--- src/rtl/demux2_stream_pkg.sv ---
// Shared encodings and default sizes for the 1-to-2 stream demultiplexer.
package demux2_stream_pkg;

    localparam int unsigned WIDTH_DEF = 8;
    localparam int unsigned CNT_W_DEF = 8;

    typedef enum logic {
        MODE_SEL = 1'b0,
        MODE_ALT = 1'b1
    } mode_e;

endpackage

--- src/rtl/demux2_slot.sv ---
// One-entry valid/ready holding register with a wrapping handshake counter.
module demux2_slot
    import demux2_stream_pkg::*;
#(
    parameter int unsigned WIDTH = WIDTH_DEF,
    parameter int unsigned CNT_W = CNT_W_DEF
) (
    input  logic             clk,
    input  logic             rst_n,
    input  logic             load_i,
    input  logic [WIDTH-1:0] data_i,
    input  logic             ready_i,
    output logic [WIDTH-1:0] data_o,
    output logic             valid_o,
    output logic [CNT_W-1:0] cnt_o,
    output logic             can_accept_c
);

    logic [WIDTH-1:0] data_q, data_d;
    logic             valid_q, valid_d;
    logic [CNT_W-1:0] cnt_q, cnt_d;
    logic             drain;

    // A slot draining this cycle can be refilled in the same cycle.
    assign can_accept_c = ~valid_q | ready_i;
    assign drain        = valid_q & ready_i;

    always_comb begin
        data_d  = data_q;
        valid_d = valid_q & ~ready_i;
        cnt_d   = cnt_q + CNT_W'(drain);
        if (load_i) begin
            data_d  = data_i;
            valid_d = 1'b1;
        end
    end

    always_ff @(posedge clk or negedge rst_n) begin
        if (!rst_n) begin
            data_q  <= '0;
            valid_q <= 1'b0;
            cnt_q   <= '0;
        end else begin
            data_q  <= data_d;
            valid_q <= valid_d;
            cnt_q   <= cnt_d;
        end
    end

    assign data_o  = data_q;
    assign valid_o = valid_q;
    assign cnt_o   = cnt_q;

endmodule

--- src/rtl/demux2_stream.sv ---
// Registered 1-to-2 stream demultiplexer: routes one valid/ready stream to Z0
// or Z1, steered by S or by automatic alternation.
module demux2_stream
    import demux2_stream_pkg::*;
#(
    parameter int unsigned WIDTH = WIDTH_DEF,
    parameter int unsigned CNT_W = CNT_W_DEF
) (
    input  logic             CLK,
    input  logic             RN,
    input  logic             MODE,
    input  logic [WIDTH-1:0] I,
    input  logic             S,
    input  logic             I_VALID,
    output logic             I_READY,
    output logic [WIDTH-1:0] Z0,
    output logic             Z0_VALID,
    input  logic             Z0_READY,
    output logic [WIDTH-1:0] Z1,
    output logic             Z1_VALID,
    input  logic             Z1_READY,
    output logic [CNT_W-1:0] CNT0,
    output logic [CNT_W-1:0] CNT1
);

    mode_e mode;
    logic  alt_q, alt_d;
    logic  sel;
    logic  accept;
    logic  can0, can1;

    assign mode = mode_e'(MODE);
    assign sel  = (mode == MODE_ALT) ? alt_q : S;

    // Head-of-line blocking: only the selected slot decides readiness.
    assign I_READY = sel ? can1 : can0;
    assign accept  = I_VALID & I_READY;

    // Pointer is held at zero outside alternate mode so it restarts on Z0.
    always_comb begin
        alt_d = 1'b0;
        if (mode == MODE_ALT) begin
            alt_d = alt_q ^ accept;
        end
    end

    always_ff @(posedge CLK or negedge RN) begin
        if (!RN) begin
            alt_q <= 1'b0;
        end else begin
            alt_q <= alt_d;
        end
    end

    demux2_slot #(.WIDTH(WIDTH), .CNT_W(CNT_W)) u_slot0 (
        .clk          (CLK),
        .rst_n        (RN),
        .load_i       (accept & ~sel),
        .data_i       (I),
        .ready_i      (Z0_READY),
        .data_o       (Z0),
        .valid_o      (Z0_VALID),
        .cnt_o        (CNT0),
        .can_accept_c (can0)
    );

    demux2_slot #(.WIDTH(WIDTH), .CNT_W(CNT_W)) u_slot1 (
        .clk          (CLK),
        .rst_n        (RN),
        .load_i       (accept & sel),
        .data_i       (I),
        .ready_i      (Z1_READY),
        .data_o       (Z1),
        .valid_o      (Z1_VALID),
        .cnt_o        (CNT1),
        .can_accept_c (can1)
    );

endmodule

--- config.mk ---
export PLATFORM = sky130hd
export DESIGN_NAME = demux2_stream
export DESIGN_NICKNAME = d
export VERILOG_FILES = /design/src/rtl/demux2_stream_pkg.sv /design/src/rtl/demux2_slot.sv /design/src/rtl/demux2_stream.sv
export SDC_FILE = /design/constraint.sdc
export NUM_CORES = 1
export LEC_CHECK = 0
export ABC_AREA = 0
export BUFFER_PORTS_ARGS = -buffer_cell sky130_fd_sc_hd__buf_2
export CORE_ASPECT_RATIO = 1.1
export CORE_MARGIN = 2
export CORE_UTILIZATION = 52
export DETAILED_ROUTE_END_ITERATION = 8
export GPL_ROUTABILITY_DRIVEN = 0
export GPL_TIMING_DRIVEN = 0
export HOLD_SLACK_MARGIN = 0.15
export PLACE_DENSITY = 0.85
export SLEW_MARGIN = 20
export SYNTH_ARGS = -nofsm -noshare
export SYNTH_HDL_FRONTEND = slang
export SYNTH_SLANG_ARGS = --single-unit
--- constraint.sdc ---
create_clock -name CLK -period 2.6 [get_ports CLK]
set_input_delay 0.52 -clock CLK [delete_from_list [all_inputs] [get_ports CLK]]
set_output_delay 0.52 -clock CLK [all_outputs]
set_load 0.02 [all_outputs]
==> results of run 1 <==
-- logic make-up (layout without fill, tap and decap cells) --
logic type      count (synthesis)  after routing  synth area share, %
flops                          35             35                60.40
simple gates                   21             21                8.455
mux                            18             18                18.03
xor+xnor                       12             12                7.248
fa+ha+maj                       4              4                3.451
compound gates                  2              2               0.8627
buf+inv                         2             57                1.553
-- cell usage after synthesis --
library cell	n
mux2_4	16
dfrtp_1	35
a21oi_1	1
mux2i_1	1
mux2_2	1
and3_1	2
nand3_1	5
and3_2	1
nand2_1	4
ha_1	4
o21a_1	1
xnor2_1	8
xor2_1	4
nand2b_1	2
buf_6	2
nand3b_1	1
and4_1	2
nand4_1	2
and2_1	2
-- final cells by class --
type	count	area share [%]
Buffer	2	1.267
Clock buffer	6	2.322
Multi-Input combinational cell	57	31.03
Sequential cell	35	49.26
Tap cell	33	2.322
Timing Repair Buffer	49	13.79
-- registers in the layout (all words and copies together) (netlist names) --
signal / flops
u_slot0.valid_o: 1
alt_q: 1
u_slot1.valid_o: 1
u_slot1.cnt_o: 8
u_slot0.cnt_o: 8
u_slot1.data_o: 8
u_slot0.data_o: 8
-- power groups by stage --
stage | Clock (mW) | Combinational (mW) | Sequential, mW
after floorplan | 0 | 0.196 | 0.995
after global placement | 0 | 0.574 | 0.811
after detailed placement | 0 | 0.594 | 0.823
after CTS | 0.265 | 0.596 | 0.819
after global routing | 0.295 | 0.634 | 0.841
final | 0.256 | 0.587 | 0.817
-- path summary, 6_finish.rpt --
kind | end | from | slack [ns]
setup / recovery | I_READY | alt_q$_DFF_PN0_ | 0.60
hold / removal | u_slot0.cnt_o[6]$_DFF_PN0_ | RN | 0.24
setup reg to reg | u_slot1.cnt_o[6]$_DFF_PN0_ | u_slot1.valid_o$_DFF_PN0_ | 1.12
hold reg to reg | u_slot1.cnt_o[7]$_DFF_PN0_ | u_slot1.cnt_o[7]$_DFF_PN0_ | 0.47
max in group asynchronous | u_slot1.valid_o$_DFF_PN0_ | RN | 1.89
min in group CLK | alt_q$_DFF_PN0_ | MODE | 0.43
-- layer usage --
| metal | part of all wire (%) | wire [um] | global-route usage [%] |
|---|---|---|---|
| met1 | 40 | 1073 | 23.77 |
| met2 | 50 | 1336 | 29.09 |
| met3 | 8.9 | 238 | 8.838 |
| met4 | 1.3 | 35 | 6.429 |
| met5 | 0 | 0 | 0 |
-- through the flow --
| stage | setup WS, ns | util [%] | hold WS [ns] | cell area, um2 |
|---|---|---|---|---|
| 6_report | 0.6029 | 65.79 | 0.2389 | 1778 |
| 5_1_grt | 0.5279 | 65.79 | 0.2955 | 1778 |
| 4_1_cts | 0.5877 | 65.79 | 0.2610 | 1778 |
| 3_5_place_dp | 0.6896 | 64.26 | 0.4603 | 1737 |
| 3_3_place_gp | 0.7101 | 64.26 | 0.4576 | 1737 |
| 2_1_floorplan | 0.9231 | - | 0.2244 | 1450 |
-- critical path, stage by stage, from the launching register on --
cell and delay (ns):
dfrtp_1 0.41, mux2i_1 0.23, mux2_2 0.36, buf_2 0.16
==> impl_results.md, run 1 <==
* Syn Inst Count at 94
* Layout Nets at 169
* Register area at 875.8 um2
* Post-CTS Setup Inserts at 0
* Clock share of power at between 10% and 20%
* Vias in the first global route at 925
* WL final at ~2700 um
* Setup TNS at 0 ns
* Flop pwr share at 49.2%
* Area contributors post-synth: dfrtp_1 (60%), mux2_4 (17%), xnor2_1 (4.8%)
* Io pins at 50
* Clk slew on worst S/H paths at 0.09 ns
* Die Y at 59.39 um
* WL/cell at 14.75 um
* HP Class: in -> async
* Final min period at 1.997 ns
* DRC at 0
* Max frequency at 500.7 MHz
* Synth top area share at between 60 and 70%
* DR vias at 945
* Max-Slew Margin vs Limit at 51.04%
* Syn_nets at approximately 110
* Slew Limit Fails at 0
* CTS max path bufs at 2
* Sequential fraction of the synthesis area at 60.40%
* CP Class: reg -> out
* IO buf count at 49
* Clk_skew at 0.004886 ns
* Max IR drop VDD at 529.3 uV
* Multi-input gate area at 551.8 um2
* CTS tree: yes
* Comb pwr share at 35.4%
* Worst setup EP type: output port
* Core area at around 2700 um2
* Most common cell after layout, fill and taps aside: buf_2
* TritonRoute pass-1 iters at 4
* First-pass GRT wire length at 4195 um
* Clk Tree Root Cell: clkbuf_4
* Layout cells sized above 1 at 49.66%
* Mapped Area at ~1500 um2
* Post-CTS Hold Fix Bufs at 0
* Mapped Avg Cell Area at 15.43 um2
* Startpoint Class: flip-flop
* Fillers at 220
* Warnings, synthesis at 0
* Cell-internal power at 1.046 mW
* Cells on worst reg2reg path at 6
* Netlist cell types at 19
* Clk sinks at 35
* Initial Utilization at 53.66%
* CP required at 2.08 ns
* Switch share at 37.03%
* CP max FO at 3
* Row Count at 20
* Diodes inserted at 0
* Largest area contributor in the netlist: dfrtp_1
* Clock latency on the worst-skew pair at 0.33 ns
* RSZ-0062 raised after global routing: no
* Initial antenna violation count at 0
* P per Cell Area at 934.1 nW/um2
* Status: completed
* Vias per cell at 5.192
* Grt ovf at 0
* Placed cell count at 176
* Tot Pwr at 1.661 mW
* Worst slew pin tran at 0.7345 ns
* DRT iter0 DRCs at 18
* Final period util at 76.81%
* Fin. Hold Viols at 0
* Cell Count, Final, Fillers Out at 182
* Inserted Clock Buffers at 5
* Die width at 54.35 um
* Final ANT Viol Nets at 0
* Setup-failing EPs final at 0
* Sw power at approximately 610 uW
* Arr. time, crit path at 1.48 ns
* H-tree levels at 2
* PostCTS Resize Cnt at 0
* Commonest non-fill, non-tap cells in the layout: buf_2 (49), dfrtp_1 (35), mux2_4 (16)
* Largest net degree at the start of global routing at 36
* Lkg Pwr at 0.9690 nW
* Max_cap viols at 0
* Synthesis-stage register bit count at 35
* Final HPWL DP at 1947 um
* Tot GR Track Use at 19.05%
* P&R area growth vs syn at 22.61%
* Die area at 3228 um2
Power figures use the tool's default switching activity.
==> run 2: changes to the inputs <==
--- a/config.mk
+++ b/config.mk
@@ -9,12 +9,12 @@
 export BUFFER_PORTS_ARGS = -buffer_cell sky130_fd_sc_hd__buf_2
 export CORE_ASPECT_RATIO = 1.1
 export CORE_MARGIN = 2
-export CORE_UTILIZATION = 52
+export CORE_UTILIZATION = 48
 export DETAILED_ROUTE_END_ITERATION = 8
 export GPL_ROUTABILITY_DRIVEN = 0
 export GPL_TIMING_DRIVEN = 0
 export HOLD_SLACK_MARGIN = 0.15
-export PLACE_DENSITY = 0.85
+export PLACE_DENSITY = 0.8
 export SLEW_MARGIN = 20
 export SYNTH_ARGS = -nofsm -noshare
 export SYNTH_HDL_FRONTEND = slang
==> constraint.sdc (replaced) <==
create_clock -name CLK -period 1.85 [get_ports CLK]
set_input_delay 0.37 -clock CLK [delete_from_list [all_inputs] [get_ports CLK]]
set_output_delay 0.37 -clock CLK [all_outputs]
set_load 0.02 [all_outputs]
==> run 2 against run 1 <==
Die area rose by 7.7%. Cell area is 1.8% higher. First-iteration DRC count fell by 78%. Global-route usage is 2.2 points lower. Largest power group unchanged. Cell count grew 1.1%. Non-clock buffer count up 2. Clock skew fell by 0.00078 ns.
==> impl_results.md, run 2 (synthesized netlist as in run 1, its figures left out) <==
* Reg2Reg Setup Slack at 0.39 ns (-0.73 ns)
* Placed cell count at 176 (unchanged)
* Inserted Clock Buffers at 5 (unchanged)
* Buf/Inv on CP at 1 (unchanged)
* Die Y at 61.65 um (+3.8%)
* Vias in the first global route at 994 (+7.5%)
* Die width at 56.41 um (+3.8%)
* CP max-delay cell: dfrtp_1
* Grt ovf at 0 (unchanged)
* RR Endpoint: u_slot1.cnt_o[6]$_DFF_PN0_
* Worst slew pin tran at 0.7455 ns (+0.01105 ns)
* Final HPWL DP at 1788 um (-8.2%)
* Fin. Hold Viols at 0 (unchanged)
* Diodes inserted at 0 (unchanged)
* Commonest non-fill, non-tap cells in the layout: buf_2 (48), dfrtp_1 (35), mux2_4 (17)
* Io pins at 50 (unchanged)
* Worst setup EP type: output port
* Register area at 875.8 um2 (unchanged)
* Cells on worst reg2reg path at 6 (unchanged)
* CTS max path bufs at 2 (unchanged)
* IO buf count at 49 (unchanged)
* DRT iter0 DRCs at 4 (-14)
* Final min period at 1.770 ns
* Place WS at 0.2326 ns (-0.4570 ns)
* Total stage count of the critical path at 3 (unchanged)
* Cell-internal power at 1.480 mW (+42%)
* Fillers at 253 (+15%)
* Layout Nets at 171 (+1.2%)
* Lkg Pwr at 0.9856 nW (+1.7%)
* Flop pwr share at 49.0% (-0.2 points)
* P per Cell Area at 1285 nW/um2 (+38%)
* Comb pwr share at 35.7% (+0.3 points)
* Die area at 3477 um2 (+7.7%)
* Row Count at 20 (unchanged)
* Clk_skew at 0.004106 ns (-0.0007798 ns)
* Most common cell after layout, fill and taps aside: buf_2
* Clk slew on worst S/H paths at 0.09 ns (about the same)
* Largest net degree at the start of global routing at 36 (unchanged)
* Multi-input gate area at 559.3 um2 (+1.4%)
* Slew Limit Fails at 0 (unchanged)
* CP Class: reg -> out
* WHS at 0.2851 ns (+0.04623 ns)
* Tot GR Track Use at 16.83% (-2.2 points)
* Arr. time, crit path at 1.40 ns (-0.08 ns)
* Initial Utilization at 51.28% (-2.4 points)
* Clock share of power at 15.3% (about the same)
* Max frequency at 564.8 MHz
* Cell Count, Final, Fillers Out at 184 (+1.1%)
* TritonRoute pass-1 iters at 4 (unchanged)
* Startpoint Class: flip-flop
* Crit path launch: alt_q$_DFF_PN0_
* Clock latency on the worst-skew pair at 0.32 ns (about the same)
* Initial antenna violation count at 0 (unchanged)
* DRC at 0 (unchanged)
* WL/cell at 13.54 um (-8.2%)
* P&R area growth vs syn at 24.76%
* Layout cells sized above 1 at 50.33% (+0.67 points)
* Switch share at 36.33% (-0.70 points)
* Max_cap viols at 0 (unchanged)
* WL final at 2492 um (-7.2%)
* Final ANT Viol Nets at 0 (unchanged)
* Tot Pwr at 2.324 mW (+40%)
* Clk sinks at 35 (unchanged)
* RR Startpoint: u_slot1.valid_o$_DFF_PN0_
* Setup-failing EPs final at 0 (unchanged)
* HP Start: I[6]
* DR vias at 938 (-0.74%)
* Vias per cell at 5.098 (-1.8%)
* Max-Slew Margin vs Limit at 50.30% (-0.74 points)
* First-pass GRT wire length at 4271 um (+1.8%)
* Final period util at 95.70%
* Clk Tree Root Cell: clkbuf_4
* Status: completed
* Worst setup margin at 0.07955 ns (-0.5233 ns)
* Worst Setup EP: I_READY
* Critical path, cell by cell: mux2i_2 > mux2_4 > buf_6
* Max IR drop VDD at 783.7 uV (+48%)
* Core area at 2828 um2 (+4.6%)
* Crit-path max cell delay at 0.40 ns (about the same)
* CP max FO at 3 (unchanged)
* CTS tree: yes
* Sw power at 844.3 uW (+37%)
* CP required at 1.48 ns (-0.60 ns)
* H-tree levels at 2 (unchanged)
* RSZ-0062 raised after global routing: yes
* Cell family with most CP delay: multiplexers
* HP Class: in -> reg
run 2: cell types whose count changed in the layout (fill, tap and decap cells not counted), sizes merged:
cell,previous run,this run
dlygate4sd3,0,1
buf,51,52
run 2: stage by stage:
step	util [%]	area (um2)	TNS, ns
CTS	63.23	1788	0
detailed placement	61.42	1737	0
floorplan	-	1450	0
global placement	61.42	1737	0
global route	63.98	1809	-0.006164
finish	63.98	1809	0
run 2: layout make-up:
| class | instances | share of cell area (%) |
|---|---|---|
| Buffer | 2 | 1.245 |
| Multi-Input combinational cell | 57 | 30.91 |
| Sequential cell | 35 | 48.41 |
| Timing Repair Buffer | 51 | 14.87 |
| Tap cell | 33 | 2.282 |
| Clock buffer | 6 | 2.282 |
run 2: layer usage:
metal	wire length, um	part of all wire (%)	vias to the layer above	track usage (%)
li1	-	-	439	-
met1	1062	43	453	19.62
met2	1209	49	38	28.24
met3	159	6.4	8	4.202
met4	60	2.4	0	11.22
met5	0	0	-	0
run 2: worst min-delay path by stage:
stage                                          endpoint  slack [ns]  depth (start not counted)
after global placement       u_slot1.cnt_o[7]$_DFF_PN0_        0.46                          1
after floorplan                         alt_q$_DFF_PN0_        0.07                          0
final                     u_slot1.data_o[6]$_DFFE_PN0P_        0.29                          2
after global routing      u_slot1.data_o[6]$_DFFE_PN0P_        0.26                          2
after detailed placement     u_slot0.cnt_o[7]$_DFF_PN0_        0.46                          1
after CTS                               alt_q$_DFF_PN0_        0.27                          2
run 2: what timing repair did:
| item | in CTS | in global routing |
|---|---|---|
| resized for setup | 0 | 4 |
| endpoints found under the hold margin | 35 | 0 |
| endpoints found under the setup margin | 0 | 1 |
| buffers inserted | 0 | 1 |
| hold buffers | 1 | 0 |
run 2: power by group through the flow:
stage / clock network [mW] / logic, mW / registers (mW)
6_report: 0.355 / 0.831 / 1.14
5_1_grt: 0.414 / 0.897 / 1.17
4_1_cts: 0.378 / 0.832 / 1.14
3_5_place_dp: 0 / 0.831 / 1.15
3_3_place_gp: 0 / 0.811 / 1.14
2_1_floorplan: 0 / 0.275 / 1.40
==> run 3: changes to the inputs <==
--- a/config.mk
+++ b/config.mk
@@ -7,6 +7,7 @@
 export LEC_CHECK = 0
 export ABC_AREA = 0
 export BUFFER_PORTS_ARGS = -buffer_cell sky130_fd_sc_hd__buf_2
+export CAP_MARGIN = 10
 export CORE_ASPECT_RATIO = 1.1
 export CORE_MARGIN = 2
 export CORE_UTILIZATION = 48
@@ -15,6 +16,7 @@
 export GPL_TIMING_DRIVEN = 0
 export HOLD_SLACK_MARGIN = 0.15
 export PLACE_DENSITY = 0.8
+export SETUP_SLACK_MARGIN = 0.1
 export SLEW_MARGIN = 20
 export SYNTH_ARGS = -nofsm -noshare
 export SYNTH_HDL_FRONTEND = slang
==> run 3 against run 2 <==
Routed wire length is 7.3% higher. Worst setup slack worse by 0.0055 ns. Register-to-register slack worse by 0.26 ns. Global-route usage is 0.60 points higher. Sequential share of layout area is 0.79 points lower. Critical endpoint unchanged. Largest cell class unchanged.
==> impl_results.md, run 3 (synthesized netlist as in run 1, its figures left out) <==
* Max-Slew Margin vs Limit at 50.27% (about the same)
* Max_cap viols at 0 (unchanged)
* Die width at 56.41 um (unchanged)
* Arr. time, crit path at 1.41 ns (about the same)
* CP Class: reg -> out
* Most common cell after layout, fill and taps aside: buf_2
* WL/cell at 14.23 um (+5.1%)
* Layout Nets at 175 (+2.3%)
* H-tree levels at 2 (unchanged)
* Max IR drop VDD at 786.1 uV (+0.31%)
* Max frequency at 563.1 MHz (-0.31%)
* Vias in the first global route at 1,012 (+1.8%)
* First-pass GRT wire length at 4416 um (+3.4%)
* CP max FO at 2 (-1)
* WHS at 0.2846 ns (-0.0004970 ns)
* Setup-failing EPs final at 0 (unchanged)
* Final min period at 1.776 ns (+0.005515 ns)
* Slew Limit Fails at 0 (unchanged)
* Setup TNS at 0 ns (unchanged)
* DRT iter0 DRCs at 9 (+5)
* Worst slew pin tran at 0.7460 ns (+0.0004361 ns)
* Grt ovf at 0 (unchanged)
* Final ANT Viol Nets at 0 (unchanged)
* Clk slew on worst S/H paths at 0.09 ns (about the same)
* Cells on worst reg2reg path at 7 (+1)
* WL final at 2675 um (+7.3%)
* Fin. Hold Viols at 0 (unchanged)
* Clk_skew at 0.004820 ns (+0.0007136 ns)
* DR vias at 970 (+3.4%)
* Startpoint Class: flip-flop
* DRC at 0 (unchanged)
* Worst setup EP type: output port
* Placed cell count at 176 (unchanged)
* Status: completed
* Core area at 2828 um2 (unchanged)
* Io pins at 50 (unchanged)
* Die area at 3477 um2 (unchanged)
* Largest net degree at the start of global routing at 36 (unchanged)
* CTS max path bufs at 2 (unchanged)
* Die Y at 61.65 um (unchanged)
* Vias per cell at 5.160 (+1.2%)
* Cell Count, Final, Fillers Out at 188 (+2.2%)
* Final HPWL DP at 1788 um (unchanged)
* Row Count at 20 (unchanged)
* Inserted Clock Buffers at 5 (unchanged)
* Clk Tree Root Cell: clkbuf_4
* Clock latency on the worst-skew pair at 0.32 ns (about the same)
* TritonRoute pass-1 iters at 4 (unchanged)
* Initial Utilization at 51.28% (unchanged)
* Initial antenna violation count at 0 (unchanged)
* Lkg Pwr at 1.004 nW (+1.8%)
* Final period util at 96.00% (+0.30 points)
* Commonest non-fill, non-tap cells in the layout: buf_2 (48), dfrtp_1 (35), mux2_4 (17)
* Diodes inserted at 0 (unchanged)
* Tot GR Track Use at 17.43% (+0.60 points)
* HP Class: in -> reg
* IO buf count at 49 (unchanged)
* P per Cell Area at 1274 nW/um2 (-0.82%)
* Tot Pwr at 2.343 mW (+0.82%)
* CTS tree: yes
* RSZ-0062 raised after global routing: yes
* Layout cells sized above 1 at 51.61% (+1.3 points)
* Hold depth at 2 (unchanged)
* Clk sinks at 35 (unchanged)
* CP required at 1.48 ns (about the same)
* P&R area growth vs syn at 26.83%
## run 3: cell types whose count changed in the layout (fill, tap and decap cells not counted)
cell and change:
buf_4 +4
## run 3: final cells by class
type | instances | area (um2)
buffer | 2 | 22.52
clock buffer | 6 | 41.29
fill | 242 | 988.4
multi-input combinational | 57 | 559.3
sequential | 35 | 875.8
tap | 33 | 41.29
timing repair buffer | 55 | 299.0
## run 3: path summary, 6_finish.rpt
check                                      startpoint                            end  slack, ns
hold reg to reg            u_slot0.cnt_o[7]$_DFF_PN0_     u_slot0.cnt_o[7]$_DFF_PN0_       0.47
setup / recovery                      alt_q$_DFF_PN0_                        I_READY       0.07
hold / removal                                   I[6]  u_slot1.data_o[6]$_DFFE_PN0P_       0.28
setup reg to reg                      alt_q$_DFF_PN0_  u_slot1.data_o[4]$_DFFE_PN0P_       0.13
min in group asynchronous                          RN     u_slot0.cnt_o[5]$_DFF_PN0_       0.64
max in group asynchronous                          RN  u_slot0.data_o[1]$_DFFE_PN0P_       0.73
## run 3: power breakdown
group / total [mW] / internal (mW) / switching, mW
combinational: 0.848 / 0.381 / 0.467
sequential: 1.14 / 0.975 / 0.164
clock: 0.356 / 0.135 / 0.221
total: 2.34 / 1.49 / 0.853
## run 3: critical path, cell delays in order, from the launching register on
cell and delay [ns]:
dfrtp_1 0.41, mux2i_2 0.22, mux2_4 0.33, buf_6 0.13
## run 3: repair_timing
item / CTS / global route
hold endpoints to repair: 35 / 0
hold buffers: 1 / 0
gates cloned: 0 / 1
setup buffers: 4 / 1
resized for setup: 2 / 4
endpoints found under the setup margin: 1 / 18
## run 3: layer usage
metal	GRT usage, %	part of all wire [%]	up-vias
met5	0	0	-
met1	20.03	42	467
li1	-	-	447
met3	4.202	6.4	10
met4	10.88	2.4	0
met2	30.08	49	46
## run 3: through the flow
| stage | util [%] | instance area [um2] | setup slack, ns |
|---|---|---|---|
| 6_report | 65.04 | 1839 | 0.07404 |
| 5_1_grt | 65.04 | 1839 | 0.002886 |
| 4_1_cts | 64.51 | 1824 | 0.05099 |
| 3_5_place_dp | 61.42 | 1737 | 0.2326 |
| 3_3_place_gp | 61.42 | 1737 | 0.2480 |
| 2_1_floorplan | - | 1450 | 0.3646 |
